==> src/rtl/mc_pkg.sv <==
// Shared definitions for the multi-cycle RV32 subset control path:
// FSM state type, opcode/funct3 constants and the encodings driven
// onto the datapath select lines and the trap cause output.
package mc_pkg;

   typedef enum logic [3:0] {
      S_FETCH,
      S_DECODE,
      S_EXEC_R,
      S_EXEC_I,
      S_MEM_ADDR,
      S_MEM_RD,
      S_MEM_WR,
      S_WB_ALU,
      S_WB_MEM,
      S_BRANCH,
      S_TRAP
   } state_t;

   localparam logic [6:0] OP_R      = 7'b0110011;
   localparam logic [6:0] OP_IMM    = 7'b0010011;
   localparam logic [6:0] OP_LOAD   = 7'b0000011;
   localparam logic [6:0] OP_STORE  = 7'b0100011;
   localparam logic [6:0] OP_BRANCH = 7'b1100011;

   localparam logic [2:0] F3_WORD = 3'b010;
   localparam logic [2:0] F3_BEQ  = 3'b000;

   localparam logic [1:0] ALU_OP_ADD   = 2'b00;
   localparam logic [1:0] ALU_OP_SUB   = 2'b01;
   localparam logic [1:0] ALU_OP_FUNCT = 2'b10;

   localparam logic [1:0] SRC_B_RS2  = 2'b00;
   localparam logic [1:0] SRC_B_FOUR = 2'b01;
   localparam logic [1:0] SRC_B_IMM  = 2'b10;

   localparam logic [1:0] TRAP_NONE    = 2'b00;
   localparam logic [1:0] TRAP_ILLEGAL = 2'b01;
   localparam logic [1:0] TRAP_TIMEOUT = 2'b10;

endpackage

==> src/rtl/mc_opcode_decode.sv <==
// Combinational instruction classifier for the multi-cycle controller.
// Ports:
//   opcode  in  7  IR[6:0]
//   funct3  in  3  IR[14:12]
//   is_r    out 1  R-type ALU
//   is_i    out 1  I-type ALU
//   is_ld   out 1  LW
//   is_st   out 1  SW
//   is_br   out 1  BEQ
//   legal   out 1  one of the above
module mc_opcode_decode
   import mc_pkg::*;
(
   input  logic [6:0] opcode,
   input  logic [2:0] funct3,
   output logic       is_r,
   output logic       is_i,
   output logic       is_ld,
   output logic       is_st,
   output logic       is_br,
   output logic       legal
);

   always_comb begin
      is_r  = (opcode == OP_R);
      is_i  = (opcode == OP_IMM);
      is_ld = (opcode == OP_LOAD)   && (funct3 == F3_WORD);
      is_st = (opcode == OP_STORE)  && (funct3 == F3_WORD);
      is_br = (opcode == OP_BRANCH) && (funct3 == F3_BEQ);
      legal = is_r | is_i | is_ld | is_st | is_br;
   end

endmodule

==> src/rtl/multicycle_ctrl.sv <==
// Multi-cycle control FSM for the RV32 subset core (R-type, I-ALU, LW, SW,
// BEQ). One memory port is shared between fetch and data access through a
// req/ready handshake; an illegal instruction or a memory wait longer than
// MEM_TIMEOUT cycles parks the FSM in a sticky trap state.
// Ports:
//   clk, rst (async, active high)
//   opcode, funct3, zero, mem_ready       inputs from IR / ALU / memory
//   mem_req, mem_we, addr_sel             memory port control
//   ir_we, pc_we, pc_src                  IR/old_pc latch and PC update
//   alu_src_a, alu_src_b, alu_op          ALU operand/op selects
//   reg_we, wb_sel                        register file write-back
//   retire                                final-cycle pulse
//   trap, trap_cause                      sticky halt indicator and cause
module multicycle_ctrl
   import mc_pkg::*;
#(
   parameter int unsigned MEM_TIMEOUT = 255,
   parameter int unsigned CNT_W       = 8
)
(
   input  logic       clk,
   input  logic       rst,
   input  logic [6:0] opcode,
   input  logic [2:0] funct3,
   input  logic       zero,
   input  logic       mem_ready,
   output logic       mem_req,
   output logic       mem_we,
   output logic       addr_sel,
   output logic       ir_we,
   output logic       pc_we,
   output logic       pc_src,
   output logic       alu_src_a,
   output logic [1:0] alu_src_b,
   output logic [1:0] alu_op,
   output logic       reg_we,
   output logic       wb_sel,
   output logic       retire,
   output logic       trap,
   output logic [1:0] trap_cause
);

   localparam logic [CNT_W-1:0] TIMEOUT_CNT = CNT_W'(MEM_TIMEOUT);

   state_t           state;
   state_t           state_nx;
   logic [CNT_W-1:0] wait_cnt;
   logic             timeout_hit;
   logic             is_r, is_i, is_ld, is_st, is_br, legal;

   mc_opcode_decode u_dec (
      .opcode (opcode),
      .funct3 (funct3),
      .is_r   (is_r),
      .is_i   (is_i),
      .is_ld  (is_ld),
      .is_st  (is_st),
      .is_br  (is_br),
      .legal  (legal)
   );

   // Only consulted from the memory states; a same-cycle mem_ready wins.
   assign timeout_hit = (MEM_TIMEOUT != 0) && (wait_cnt == TIMEOUT_CNT) && !mem_ready;

   always_comb begin
      state_nx = state;
      case (state)
         S_FETCH:    if (mem_ready) state_nx = S_DECODE;
                     else if (timeout_hit) state_nx = S_TRAP;
         S_DECODE:   if (!legal) state_nx = S_TRAP;
                     else if (is_r) state_nx = S_EXEC_R;
                     else if (is_i) state_nx = S_EXEC_I;
                     else if (is_ld || is_st) state_nx = S_MEM_ADDR;
                     else state_nx = S_BRANCH;
         S_EXEC_R:   state_nx = S_WB_ALU;
         S_EXEC_I:   state_nx = S_WB_ALU;
         S_MEM_ADDR: state_nx = is_st ? S_MEM_WR : S_MEM_RD;
         S_MEM_RD:   if (mem_ready) state_nx = S_WB_MEM;
                     else if (timeout_hit) state_nx = S_TRAP;
         S_MEM_WR:   if (mem_ready) state_nx = S_FETCH;
                     else if (timeout_hit) state_nx = S_TRAP;
         S_WB_ALU:   state_nx = S_FETCH;
         S_WB_MEM:   state_nx = S_FETCH;
         S_BRANCH:   state_nx = S_FETCH;
         S_TRAP:     state_nx = S_TRAP;
         default:    state_nx = S_TRAP;
      endcase
   end

   always_ff @(posedge clk or posedge rst) begin
      if (rst) begin
         state      <= S_FETCH;
         wait_cnt   <= '0;
         trap       <= 1'b0;
         trap_cause <= TRAP_NONE;
      end else begin
         state <= state_nx;
         // Every state change clears the counter, which covers entry into
         // FETCH, MEM_RD and MEM_WR; it saturates rather than wrapping.
         if (state_nx != state)
            wait_cnt <= '0;
         else if (!mem_ready && (wait_cnt != '1))
            wait_cnt <= wait_cnt + 1'b1;
         if ((state != S_TRAP) && (state_nx == S_TRAP)) begin
            trap       <= 1'b1;
            trap_cause <= (state == S_DECODE) ? TRAP_ILLEGAL : TRAP_TIMEOUT;
         end
      end
   end

   // Controls are decoded from state; holding rst forces them all low so a
   // reset during an access drops mem_req immediately.
   always_comb begin
      mem_req   = 1'b0;
      mem_we    = 1'b0;
      addr_sel  = 1'b0;
      ir_we     = 1'b0;
      pc_we     = 1'b0;
      pc_src    = 1'b0;
      alu_src_a = 1'b0;
      alu_src_b = SRC_B_RS2;
      alu_op    = ALU_OP_ADD;
      reg_we    = 1'b0;
      wb_sel    = 1'b0;
      retire    = 1'b0;
      if (!rst) begin
         case (state)
            S_FETCH: begin
               mem_req   = 1'b1;
               alu_src_b = SRC_B_FOUR;
               ir_we     = mem_ready;
               pc_we     = mem_ready;
            end
            S_DECODE: begin
               alu_src_a = 1'b1;
               alu_src_b = SRC_B_IMM;
            end
            S_EXEC_R: begin
               alu_src_b = SRC_B_RS2;
               alu_op    = ALU_OP_FUNCT;
            end
            S_EXEC_I: begin
               alu_src_b = SRC_B_IMM;
               alu_op    = ALU_OP_FUNCT;
            end
            S_MEM_ADDR: alu_src_b = SRC_B_IMM;
            S_MEM_RD: begin
               mem_req  = 1'b1;
               addr_sel = 1'b1;
            end
            S_MEM_WR: begin
               mem_req  = 1'b1;
               mem_we   = 1'b1;
               addr_sel = 1'b1;
               retire   = mem_ready;
            end
            S_WB_ALU: begin
               reg_we = 1'b1;
               retire = 1'b1;
            end
            S_WB_MEM: begin
               reg_we = 1'b1;
               wb_sel = 1'b1;
               retire = 1'b1;
            end
            S_BRANCH: begin
               alu_op    = ALU_OP_SUB;
               alu_src_b = SRC_B_RS2;
               pc_src    = 1'b1;
               pc_we     = zero;
               retire    = 1'b1;
            end
            default: ;
         endcase
      end
   end

endmodule

==> config.mk <==
export PLATFORM = sky130hd
export DESIGN_NAME = multicycle_ctrl
export DESIGN_NICKNAME = d
export VERILOG_FILES = /design/src/rtl/mc_pkg.sv /design/src/rtl/mc_opcode_decode.sv /design/src/rtl/multicycle_ctrl.sv
export SDC_FILE = /design/constraint.sdc
export NUM_CORES = 1
export LEC_CHECK = 0
export BUFFER_PORTS_ARGS = -buffer_cell sky130_fd_sc_hd__clkbuf_2
export CAP_MARGIN = 0
export CORE_UTILIZATION = 50
export DETAILED_ROUTE_END_ITERATION = 16
export GPL_ROUTABILITY_DRIVEN = 0
export PLACE_DENSITY = 0.77
export SYNTH_ARGS = -nofsm -noshare
export SYNTH_HDL_FRONTEND = slang
export SYNTH_HIERARCHICAL = 1
export SYNTH_SLANG_ARGS = --single-unit
==> constraint.sdc <==
create_clock -name clk -period 2.79 [get_ports clk]
set_clock_uncertainty 0.2 [all_clocks]
set_input_delay 0.1395 -clock clk [delete_from_list [all_inputs] [get_ports clk]]
set_output_delay 0.1395 -clock clk [all_outputs]
set_load 0.05 [all_outputs]
### Yosys cells after proc, flatten, opt, wreduce, memory -nomap -nowiden

Index checks and enable logic that the tools add are counted.

| word-level totals | value |
|---|---|
| output and inout port bits | 17 |
| logic and storage cells | 83 |
| flip-flop bits (word level) | 15 |
| input port bits | 14 |

| cells by class | value |
|---|---|
| muxes and demuxes | 37 |
| $add $sub $neg | 1 |
| reduce and logical (&&, ||, !) cells | 17 |
| equality and inequality tests | 20 |
| bitwise logic cells | 4 |

Operators by type and width:

| operator | number |
|---|---|
| $mux 4 | 8 |
| $pmux 4 s7 | 1 |
| $mux 1 | 18 |
| $eq 4x3->1 const B | 4 |
| $mux 8 | 2 |
| $eq 7x6->1 const B | 2 |
| $eq 4x4->1 const B | 3 |
| $reduce_or 3->1 | 3 |
| $add 8x1->8 const B | 1 |
| $eq 4x2->1 const B | 2 |
| $eq 8x8->1 const B | 1 |
| $mux 2 | 4 |
| $ne 8x8->1 const B | 1 |
| $pmux 2 s2 | 2 |
| $eq 7x2->1 const B | 1 |
| $eq 7x5->1 const B | 1 |
| $eq 7x7->1 const B | 1 |
| $logic_and 1x1->1 | 6 |
| $reduce_or 2->1 | 3 |
| $eq 4x1->1 const B | 1 |
| $logic_not 4->1 | 1 |
| $ne 4x4->1 | 1 |
| $ne 4x4->1 const B | 1 |
| $or 1x1->1 | 4 |
| other kinds (6) | 7 |

### Longest topological paths before layout

Gate-level depths: netlist of the first run.

| logic depth | value |
|---|---|
| depth after elaboration | 10 |
| depth in mapped cells | 8 |
| mapped depth without buffers | 8 |

### Hierarchy

Netlist of the first run, hierarchy kept.

Modules (own cells, without submodules):

| module | instances | cells an instance | sequential area each (µm²) | area an instance (µm²) |
|---|---|---|---|---|
| multicycle_ctrl | 1 | 139 | 375.4 | 1164.9 |
| mc_opcode_decode | 1 | 17 | 0.0 | 106.4 |

### Worst setup path before layout of the first run

Ideal clock, no wire load.

| path | value |
|---|---|
| path kind | reg-to-output |
| from | register state[3] |
| to | output pc_we |
| cell stages (with the launch flop) | 5 |
| required time | 2.451 ns |
| setup slack | 0.012 ns |
| path buffers | 1 |
| arrival | 2.439 ns |
| path through | dfrtp_1 > clkbuf_1 > nand2_1 > nor3_1 > a21o_1 |

| between the ends | value |
|---|---|
| longest elaborated chain between the ends | 3 |
| elaborated cells on any way between the ends | 4 |
| those cells by class | eq/ne (1); mux (2); reduce/logical (1) |

Ends and longest elaborated chain:

| element | RTL line | text |
|---|---|---|
| start, declared | multicycle_ctrl.sv:45 | `state_t state;` |
| start signal, assigned | multicycle_ctrl.sv:97 | `state <= state_nx;` |
| $eq 4x4->1 or $logic_not 4->1 (tied branches) | multicycle_ctrl.sv:127 | `case (state)` |
| $pmux 1 s2 * | multicycle_ctrl.sv:127 |  |
| $mux 1 * | multicycle_ctrl.sv:126 | `if (!rst) begin` |
| end, declared | multicycle_ctrl.sv:31 | `output logic pc_we,` |

Mark *: on every way between the ends. The rest lies on a longest branch, timed or not.

### Worst setup path after layout of the first run

| path | value |
|---|---|
| from | register state[2] |
| to | output pc_we |

Same word-level chain as after synthesis.

==> results of run 1 <==
## layer usage
metal	wire length (um)	part of all wire (%)	vias up	track usage [%]
li1	-	-	638	-
met1	1420	46	608	35.1
met2	1470	48	67	40.7
met3	203	6.6	0	5.51
met4	0	0	0	7.46
met5	0	0	-	0
## tightest hold or removal path: cells and delay by family
| family | cells | cell delay, ps |
|---|---|---|
| buffers and inverters | 1 | 190 |
| and+or+nand+nor | 3 | 290 |
## sequential cells by signal, summed over array words and instances (netlist names)
| signal | flops |
|---|---|
| wait_cnt | 8 |
| state | 4 |
| trap_cause | 2 |
| trap | 1 |
## final timing paths
path	cells past startpoint	end	startpoint	slack [ps]
worst max-delay path	5	pc_we	state[2]$_DFF_PP0_	350
worst min-delay path	4	state[1]$_DFF_PP0_	mem_ready	180
worst max register to register	5	wait_cnt[2]$_DFFE_PP0P_	state[2]$_DFF_PP0_	420
worst min register to register	1	trap$_DFFE_PP0P_	trap$_DFFE_PP0P_	270
max in group asynchronous	4	trap_cause[1]$_DFFE_PP0P_	rst	1880
min in group asynchronous	4	state[2]$_DFF_PP0_	rst	330
## per-stage QoR
stage | util (%) | hold slack, ps | worst slack (ps) | power, W
3_5_place_dp | 62.4 | 73.0 | 107 | 0.000463
3_3_place_gp | 62.4 | 57.6 | 276 | 0.000450
6_report | 63.9 | 179 | 345 | 0.000583
5_1_grt | 63.9 | 208 | 165 | 0.000630
2_1_floorplan | - | -148 | 11.5 | 0.000419
4_1_cts | 63.9 | 165 | 361 | 0.000584
## cell type report
type	instances	area, um2	share of cell area [%]
inverter	6	22.5	1.53
clock buffer	4	26.3	1.79
tap	28	35.0	2.39
multi-input combinational	126	827	56.3
timing repair buffer	34	183	12.4
sequential	15	375	25.6
## where the power goes
group / switching [W] / total [W] / leakage [nW] / internal (W)
logic: 0.0000764 / 0.000151 / 0.466 / 0.0000745
clock network: 0.0000647 / 0.000120 / 0.0150 / 0.0000555
registers: 0.0000481 / 0.000312 / 0.177 / 0.000264
total: 0.000189 / 0.000583 / 0.658 / 0.000394
==> run summary, run 1 <==
======================================================================================================
Status ..................................................................................    completed
Fill cells ..............................................................................          205
Resize count post-CTS ...................................................................            0
Overall fraction of global-route tracks in use ..........................................        25.8%
Maximum level of the CTS H-tree .........................................................            1
DRC errors left .........................................................................            0
Routed WL per cell ......................................................................      14.5 um
Hold buffer count at CTS ................................................................            1
Total negative setup slack ..............................................................         0 ps
Final wirelength ........................................................................      3090 um
Post-CTS setup buffer count .............................................................            0
Cells traversed along the worst timing path ............................................. clkinv_1 -> and4_1 -> and2_1 -> a21o_1 -> clkbuf_2
Root Buffer ............................................................................. sky130_fd_sc_hd__clkbuf_4
Final count of hold timing violations ...................................................            0
Max clock buf depth .....................................................................            2
Net count after synthesis ...............................................................          170
Worst-case headroom to the max-slew limit ...............................................        67.7%
Post-synthesis cell area ................................................................  0.00127 mm2
Bufs and invs on worst path .............................................................            2
Critical path start-end classification ..................................................   reg -> out
Pin count of the biggest net entering global routing ....................................           18
Family with the most delay on the worst path ............................................   flip-flops
Clock transition at the register clock pins on the worst setup and hold paths after CTS .        80 ps
Design area .............................................................................  0.00147 mm2
Chip width ..............................................................................      52.4 um
Power Dens Cells ........................................................................   397 mW/mm2
CP required .............................................................................      2450 ps
Sum of overflow across all layers after global routing ..................................            0
YS warnings .............................................................................            6
TritonCTS buffer count ..................................................................            3
Leading cell type in the layout, fill and taps excluded ................................. sky130_fd_sc_hd__clkbuf_2
Number of core rows .....................................................................           17
Most frequent cells in the layout ....................................................... sky130_fd_sc_hd__clkbuf_2, sky130_fd_sc_hd__nor2_1, sky130_fd_sc_hd__dfrtp_1
TritonCTS clock tree ....................................................................        built
Number of setup violations in the final report ..........................................            0
Peak per-stage delay on the critical path ...............................................       630 ps
RSZ-0062 raised after global routing ....................................................        false
Mean instance size in the synthesized netlist ...........................................     8.18 um2
Worst vdd rail ir drop ..................................................................   0.000523 V
Critical path launch point type .........................................................     register
Number of nets in the final layout ......................................................          201
Area growth, synth to finish ............................................................        15.9%
CP max-delay cell ....................................................................... sky130_fd_sc_hd__dfrtp_1
Pleak ...................................................................................     0.658 nW
Maximum clock frequency .................................................................      409 MHz
Ant. Diodes .............................................................................            0
Via count of the first global-routing pass ..............................................         1239
Crit end category .......................................................................   output pin
Port Buf Inserts ........................................................................           30
Area of the core region .................................................................  0.00230 mm2
Count of routing violations after the opening detailed-route iteration ..................           60
Router iterations before antenna repair .................................................            4
Worst skew pair latency .................................................................       280 ps
Post-DP Area ............................................................................  0.00143 mm2
CP max FO ...............................................................................           15
# Max-Cap Violations ....................................................................            0
Io pins .................................................................................           31
Final period utilization ................................................................        87.6%
DR vias .................................................................................         1313
Antenna violations before repair ........................................................            0
Die area ................................................................................  0.00274 mm2
Final max-slew violation count ..........................................................            0
Initial cell density of the core ........................................................        55.2%
Hold crit path type .....................................................................    in -> reg
Cell count after synthesis ..............................................................          155
Share of final-layout standard cells stronger than drive strength 1 .....................        23.8%
Die extent in y .........................................................................      52.4 um
Wire length of the first global-routing pass ............................................      5330 um
CTS sink count ..........................................................................           15
Dpl hpwl ................................................................................      2360 um
Residual antenna-violating net count after detailed routing .............................            0
Placed cells ............................................................................          208
Ratio of routed vias to standard cells ..................................................         6.16
Number of standard cells in the layout, taps in and fillers out .........................          213
Slew at the pin with the worst max-slew slack ...........................................       484 ps
Crit path DAT ...........................................................................      2110 ps
Minimum clock period ....................................................................      2440 ps
======================================================================================================
(Power assumes the default switching activity.)
==> run 2: changes to the inputs <==
--- a/config.mk
+++ b/config.mk
@@ -10,8 +10,7 @@
 export CORE_UTILIZATION = 50
 export DETAILED_ROUTE_END_ITERATION = 16
 export GPL_ROUTABILITY_DRIVEN = 0
-export PLACE_DENSITY = 0.77
+export PLACE_DENSITY = 0.78
 export SYNTH_ARGS = -nofsm -noshare
 export SYNTH_HDL_FRONTEND = slang
-export SYNTH_HIERARCHICAL = 1
 export SYNTH_SLANG_ARGS = --single-unit
==> run summary, run 2 <==
======================================================================================================
Minimum clock period ....................................................................      2480 ps
Max clock buf depth .....................................................................            2
Crit end category .......................................................................     register
Bufs and invs on worst path .............................................................            0
CP max FO ...............................................................................            5
Met3 wire length ........................................................................       106 um
Area share of the leading cell type in the synthesized netlist ..........................        31.6%
DRC errors left .........................................................................            0
Leading cell type in the layout, fill and taps excluded ................................. sky130_fd_sc_hd__clkbuf_2
Top reg by flops ........................................................................     wait_cnt
Pin count of the biggest net entering global routing ....................................           18
Top routing layer in use ................................................................         met4
Top cells by instance count after synthesis ............................................. sky130_fd_sc_hd__nor2_1, sky130_fd_sc_hd__dfrtp_1, sky130_fd_sc_hd__nand2_1
Fill cells ..............................................................................          196
Power Dens Cells ........................................................................   931 mW/mm2
Total of flip-flops plus latches after synthesis ........................................           15
Status ..................................................................................    completed
Residual antenna-violating net count after detailed routing .............................            0
Critical path launch point type .........................................................     register
Area growth, synth to finish ............................................................        17.5%
Number of enable flip-flop cells after synthesis ........................................            0
Ratio of routed vias to standard cells ..................................................         5.87
Met2 wirelength from detailed routing ...................................................      1270 um
Number of stages on the worst hold path .................................................            3
Sequential standard cell area ...........................................................      375 um2
Final max-slew violation count ..........................................................            0
Port Buf Inserts ........................................................................           30
Number of setup violations in the final report ..........................................            0
Final count of hold timing violations ...................................................            0
Die extent in y .........................................................................      50.7 um
CP max-delay cell ....................................................................... sky130_fd_sc_hd__or4_1
Most frequent cells in the layout ....................................................... sky130_fd_sc_hd__clkbuf_2, sky130_fd_sc_hd__nor2_1, sky130_fd_sc_hd__dfrtp_1
Net count after synthesis ...............................................................          152
Count of routing violations after the opening detailed-route iteration ..................           31
Worst skew pair latency .................................................................       280 ps
Router iterations before antenna repair .................................................            4
Area of the core region .................................................................  0.00223 mm2
RSZ-0062 raised after global routing ....................................................        false
Post-synthesis cell type with the largest combined area ................................. sky130_fd_sc_hd__dfrtp_1
Total negative setup slack ..............................................................         0 ps
Post-synthesis cell area ................................................................  0.00119 mm2
Proportion of synthesized chip area in sequential cells .................................        31.6%
Routed WL per cell ......................................................................      14.1 um
Final wirelength ........................................................................      2740 um
Maximum clock frequency .................................................................      404 MHz
Ant. Diodes .............................................................................            0
Worst-case headroom to the max-slew limit ...............................................        65.4%
Mean instance size in the synthesized netlist ...........................................     8.66 um2
Count of unique library cells instantiated by Yosys .....................................           47
Clock transition at the register clock pins on the worst setup and hold paths after CTS .        90 ps
Most instantiated library cell after synthesis .......................................... sky130_fd_sc_hd__nor2_1
Wire length of the first global-routing pass ............................................      4860 um
Family with the most delay on the worst path ............................................ simple AND/OR/NAND/NOR gates
# Max-Cap Violations ....................................................................            0
Share of final-layout standard cells stronger than drive strength 1 .....................        30.7%
Cell count after synthesis ..............................................................          137
Crit path DAT ...........................................................................      2450 ps
Worst vdd rail ir drop ..................................................................   0.000688 V
Synth area leaders ...................................................................... sky130_fd_sc_hd__dfrtp_1, sky130_fd_sc_hd__nor2_1, sky130_fd_sc_hd__xor2_1
Largest registers ....................................................................... wait_cnt x8, state x4, trap_cause x2
TritonCTS clock tree ....................................................................        built
TritonCTS buffer count ..................................................................            3
Chip width ..............................................................................      50.7 um
Via count of the first global-routing pass ..............................................         1045
CTS sink count ..........................................................................           15
Root Buffer ............................................................................. sky130_fd_sc_hd__clkbuf_4
Die area ................................................................................  0.00257 mm2
Share of async-settable or async-resettable flops after synthesis .......................         100%
Peak per-stage delay on the critical path ...............................................       520 ps
Dpl hpwl ................................................................................      2130 um
Multi-input logic area ..................................................................      756 um2
Critical path start-end classification ..................................................   reg -> reg
Final period utilization ................................................................        88.8%
Antenna violations before repair ........................................................            0
Io pins .................................................................................           31
Initial cell density of the core ........................................................        53.1%
Maximum level of the CTS H-tree .........................................................            1
Instance count on the critical path .....................................................            7
Hold crit path type .....................................................................    in -> reg
Total Power .............................................................................    0.00130 W
Top_reg_cell synth ...................................................................... sky130_fd_sc_hd__dfrtp_1
YS warnings .............................................................................            0
Largest register FFs ....................................................................            8
Sum of overflow across all layers after global routing ..................................            0
Pleak ...................................................................................     0.608 nW
Number of nets in the final layout ......................................................          182
Number of cells on the worst reg-to-reg path ............................................            7
Overall fraction of global-route tracks in use ..........................................        25.6%
Slew at the pin with the worst max-slew slack ...........................................       519 ps
Cells traversed along the worst timing path ............................................. ha_1 -> nand3_1 -> or4_1 -> o211ai_1 -> a41oi_2 -> a211oi_2 -> mux2_1
DR vias .................................................................................         1139
CP required .............................................................................      2760 ps
Number of core rows .....................................................................           17
Total routed wire length on the met1 layer ..............................................      1320 um
======================================================================================================
-- run 2: layout make-up --
type | instances | share of cell area, %
well taps | 28 | 2.51
clock buffers | 4 | 1.89
flip-flops and latches | 15 | 26.9
repair buffers | 34 | 13.1
inverters | 5 | 1.35
multi-input cells | 108 | 54.2
-- run 2: power breakdown --
part	switching [W]	internal, W
combinational	0.000549	0.000280
clock	0.0000684	0.0000556
sequential	0.0000852	0.000259
-- run 2: cells by family after synthesis --
group,after synthesis,synth area share [%]
simple gates,67,30.5
compound gates,26,20.4
flops,15,31.6
buf+inv,14,5.49
xor+xnor,10,7.38
mux,4,3.59
fa+ha+maj,1,1.05
-- run 2: tightest hold or removal path: stages --
cell and delay, ps:
sky130_fd_sc_hd__clkbuf_2 130, sky130_fd_sc_hd__a41oi_2 150, sky130_fd_sc_hd__inv_1 50
-- run 2: path summary, 6_finish.rpt --
kind,startpoint,to,slack [ps]
setup reg to reg,wait_cnt[0]$_DFFE_PP0P_,trap_cause[0]$_DFFE_PP0P_,310
min in group asynchronous,rst,wait_cnt[6]$_DFFE_PP0P_,330
hold reg to reg,trap$_DFFE_PP0P_,trap$_DFFE_PP0P_,280
max in group asynchronous,rst,state[1]$_DFF_PP0_,1880
setup / recovery,wait_cnt[0]$_DFFE_PP0P_,trap_cause[0]$_DFFE_PP0P_,310
hold / removal,opcode[5],state[1]$_DFF_PP0_,20
-- run 2: per-stage QoR --
| step | hold slack (ps) | setup slack (ps) | util [%] | instances | instance area (um2) |
|---|---|---|---|---|---|
| after floorplan | 75.2 | -39.4 | - | 137 | 1200 |
| after global placement | 58.4 | 407 | 60.8 | 189 | 1360 |
| after CTS | 17.6 | 289 | 62.4 | 194 | 1390 |
| after global routing | 40.6 | 148 | 62.4 | 194 | 1390 |
| after detailed placement | 76.5 | 309 | 60.8 | 189 | 1360 |
| final | 18.6 | 313 | 62.4 | 194 | 1390 |
-- run 2: timing repair --
| action | CTS | global route |
|---|---|---|
| setup endpoints to repair | 0 | 0 |
| gates resized for setup | 0 | 0 |
| setup buffers | 0 | 0 |
| endpoints found under the hold margin | 15 | 0 |
| hold buffers | 1 | 0 |
-- run 2: layer usage --
layer  global-route usage (%)  up-vias
li1                         -      557
met1                     37.1      544
met2                     39.6       34
met3                     3.64        4
met4                     6.94        0
met5                        0        -
==> run 3: changes to the inputs <==
--- a/config.mk
+++ b/config.mk
@@ -7,10 +7,10 @@
 export LEC_CHECK = 0
 export BUFFER_PORTS_ARGS = -buffer_cell sky130_fd_sc_hd__clkbuf_2
 export CAP_MARGIN = 0
-export CORE_UTILIZATION = 50
+export CORE_UTILIZATION = 45
 export DETAILED_ROUTE_END_ITERATION = 16
 export GPL_ROUTABILITY_DRIVEN = 0
-export PLACE_DENSITY = 0.78
+export PLACE_DENSITY = 0.72
 export SYNTH_ARGS = -nofsm -noshare
 export SYNTH_HDL_FRONTEND = slang
 export SYNTH_SLANG_ARGS = --single-unit
==> constraint.sdc (replaced) <==
create_clock -name clk -period 3.1 [get_ports clk]
set_clock_uncertainty 0.2 [all_clocks]
set_input_delay 0.155 -clock clk [delete_from_list [all_inputs] [get_ports clk]]
set_output_delay 0.155 -clock clk [all_outputs]
set_load 0.05 [all_outputs]
==> run summary, run 3 (synthesis results as in run 2) <==
======================================================================================================
# Max-Cap Violations ....................................................................            0
Reg power frac ..........................................................................        29.9%
Pin count of the biggest net entering global routing ....................................           21
Largest register FFs ....................................................................            8
Placed cells ............................................................................          188
CP max FO ...............................................................................           20
Total Power .............................................................................    0.00115 W
Final max-slew violation count ..........................................................            0
Pleak ...................................................................................     0.591 nW
Sum of overflow across all layers after global routing ..................................            0
Final wirelength ........................................................................      2770 um
Worst vdd rail ir drop ..................................................................   0.000531 V
Router iterations before antenna repair .................................................            4
Worst-case headroom to the max-slew limit ...............................................        57.6%
Number of stages on the worst hold path .................................................            3
Final period utilization ................................................................        83.6%
Maximum clock frequency .................................................................      386 MHz
Max clock buf depth .....................................................................            2
Antenna violations before repair ........................................................            0
Slew at the pin with the worst max-slew slack ...........................................       635 ps
Internal Pwr Total ......................................................................   0.000516 W
Final count of hold timing violations ...................................................            0
Finished Core Util ......................................................................        55.4%
Combinational share of power ............................................................        59.9%
CTS sink count ..........................................................................           15
Proportion of power drawn by the clock network ..........................................        10.2%
Wire length of the first global-routing pass ............................................      4570 um
Area of the core region .................................................................  0.00248 mm2
Total negative setup slack ..............................................................         0 ps
Worst R2R Start ......................................................................... state[1]$_DFF_PP0_
Top reg by flops ........................................................................     wait_cnt
Net switching power .....................................................................   0.000636 W
Via count of the first global-routing pass ..............................................          947
Count of routing violations after the opening detailed-route iteration ..................           28
Number of core rows .....................................................................           18
Power Dens Cells ........................................................................   839 mW/mm2
Ant. Diodes .............................................................................            0
Io pins .................................................................................           31
TritonCTS buffer count ..................................................................            3
Peak per-stage delay on the critical path ...............................................       610 ps
Initial cell density of the core ........................................................        47.9%
TritonCTS clock tree ....................................................................        built
Crit end category .......................................................................     register
Start point of the critical path ........................................................ state[1]$_DFF_PP0_
Hold crit path type .....................................................................    in -> reg
Die extent in y .........................................................................      53.3 um
Worst skew pair latency .................................................................       290 ps
Root Buffer ............................................................................. sky130_fd_sc_hd__clkbuf_4
Clock transition at the register clock pins on the worst setup and hold paths after CTS .       100 ps
Status ..................................................................................    completed
Maximum level of the CTS H-tree .........................................................            1
Residual antenna-violating net count after detailed routing .............................            0
Switching share of total power ..........................................................        55.2%
Setup slack on the worst flop-to-flop path ..............................................       510 ps
Capture instance of the worst register-to-register path ................................. trap_cause[0]$_DFFE_PP0P_
Crit path DAT ...........................................................................      2570 ps
Cells traversed along the worst timing path ............................................. or3_1 -> or4_1 -> o211ai_1 -> a41oi_2 -> a211oi_2 -> mux2_1
Port Buf Inserts ........................................................................           30
Share of final-layout standard cells stronger than drive strength 1 .....................        29.4%
Number of standard cells in the layout, taps in and fillers out .........................          193
Leading cell type in the layout, fill and taps excluded ................................. sky130_fd_sc_hd__clkbuf_2
Ratio of routed vias to standard cells ..................................................         5.78
Largest registers ....................................................................... wait_cnt x8, state x4, trap_cause x2
Critical path launch point type .........................................................     register
Chip width ..............................................................................      53.3 um
DR vias .................................................................................         1116
Number of nets in the final layout ......................................................          179
DRC errors left .........................................................................            0
Area growth, synth to finish ............................................................        15.7%
RSZ-0062 raised after global routing ....................................................        false
Worst Setup EP .......................................................................... trap_cause[0]$_DFFE_PP0P_
CP required .............................................................................      3080 ps
Most frequent cells in the layout ....................................................... sky130_fd_sc_hd__clkbuf_2, sky130_fd_sc_hd__nor2_1, sky130_fd_sc_hd__dfrtp_1
Hold Slack ..............................................................................      36.3 ps
Routed WL per cell ......................................................................      14.4 um
Number of cells on the worst reg-to-reg path ............................................            6
Minimum clock period ....................................................................      2590 ps
Number of setup violations in the final report ..........................................            0
Overall fraction of global-route tracks in use ..........................................        22.6%
Critical path start-end classification ..................................................   reg -> reg
Die area ................................................................................  0.00285 mm2
Dpl hpwl ................................................................................      2140 um
CP max-delay cell ....................................................................... sky130_fd_sc_hd__dfrtp_1
======================================================================================================
==> run 3: cell types whose count changed in the layout (fill, tap and decap cells not counted) <==
| cell | before | now |
|---|---|---|
| sky130_fd_sc_hd__nor3_1 | 7 | 8 |
| sky130_fd_sc_hd__clkinvlp_4 | 0 | 1 |
| sky130_fd_sc_hd__buf_4 | 3 | 0 |
| sky130_fd_sc_hd__clkbuf_1 | 1 | 0 |
| sky130_fd_sc_hd__nor3_2 | 2 | 1 |
==> run 3: per-stage QoR <==
stage                     area [um2]  setup slack (ps)
after floorplan                 1190               237
after global placement          1330               625
after detailed placement        1330               524
after CTS                       1370               513
after global routing            1370               370
final                           1370               508
==> run 3: final cells by class <==
cell class	count	area [um2]
Clock inverter	1	7.51
Inverter	5	18.8
Clock buffer	3	22.5
Timing Repair Buffer	31	160
Multi-Input combinational cell	108	751
Fill cell	242	1100
Sequential cell	15	375
Tap cell	30	37.5
==> run 3: timing repair <==
action,4_1_cts,5_1_grt
setup buffers,0,0
hold buffers,1,0
gates resized for setup,0,0
hold endpoints to repair,15,0
==> run 3: power by group through the flow <==
stage	clock, W	sequential, W	combinational (W)
floorplan	0	0.000277	0.000619
global placement	0	0.000338	0.000673
detailed placement	0	0.000346	0.000687
CTS	0.000121	0.000342	0.000691
global route	0.000131	0.000355	0.000752
finish	0.000118	0.000344	0.000690
==> run 3: routing by layer <==
layer | track usage [%] | vias up | share of wire, %
li1 | - | 545 | -
met1 | 31.1 | 526 | 44
met2 | 34.8 | 40 | 49
met3 | 5.17 | 5 | 5.9
met4 | 6.58 | 0 | 1.1
met5 | 0 | - | 0
==> run 3: worst min path at each step <==
| stage | startpoint | end | slack, ps |
|---|---|---|---|
| 3_3_place_gp | rst | state[2]$_DFF_PP0_ | 150 |
| 6_report | opcode[5] | state[1]$_DFF_PP0_ | 40 |
| 4_1_cts | opcode[5] | state[1]$_DFF_PP0_ | 40 |
| 2_1_floorplan | rst | state[0]$_DFF_PP0_ | 80 |
| 5_1_grt | opcode[5] | state[1]$_DFF_PP0_ | 60 |
| 3_5_place_dp | rst | state[2]$_DFF_PP0_ | 160 |
==> run 3: critical path: cells and delay by family, from the launching register on <==
kind             cells  cell delay (ps)
AND/OR/NAND/NOR      2              830
flip-flops           1              610
AO/OA/AOI/OAI        3              480
multiplexers         1              360
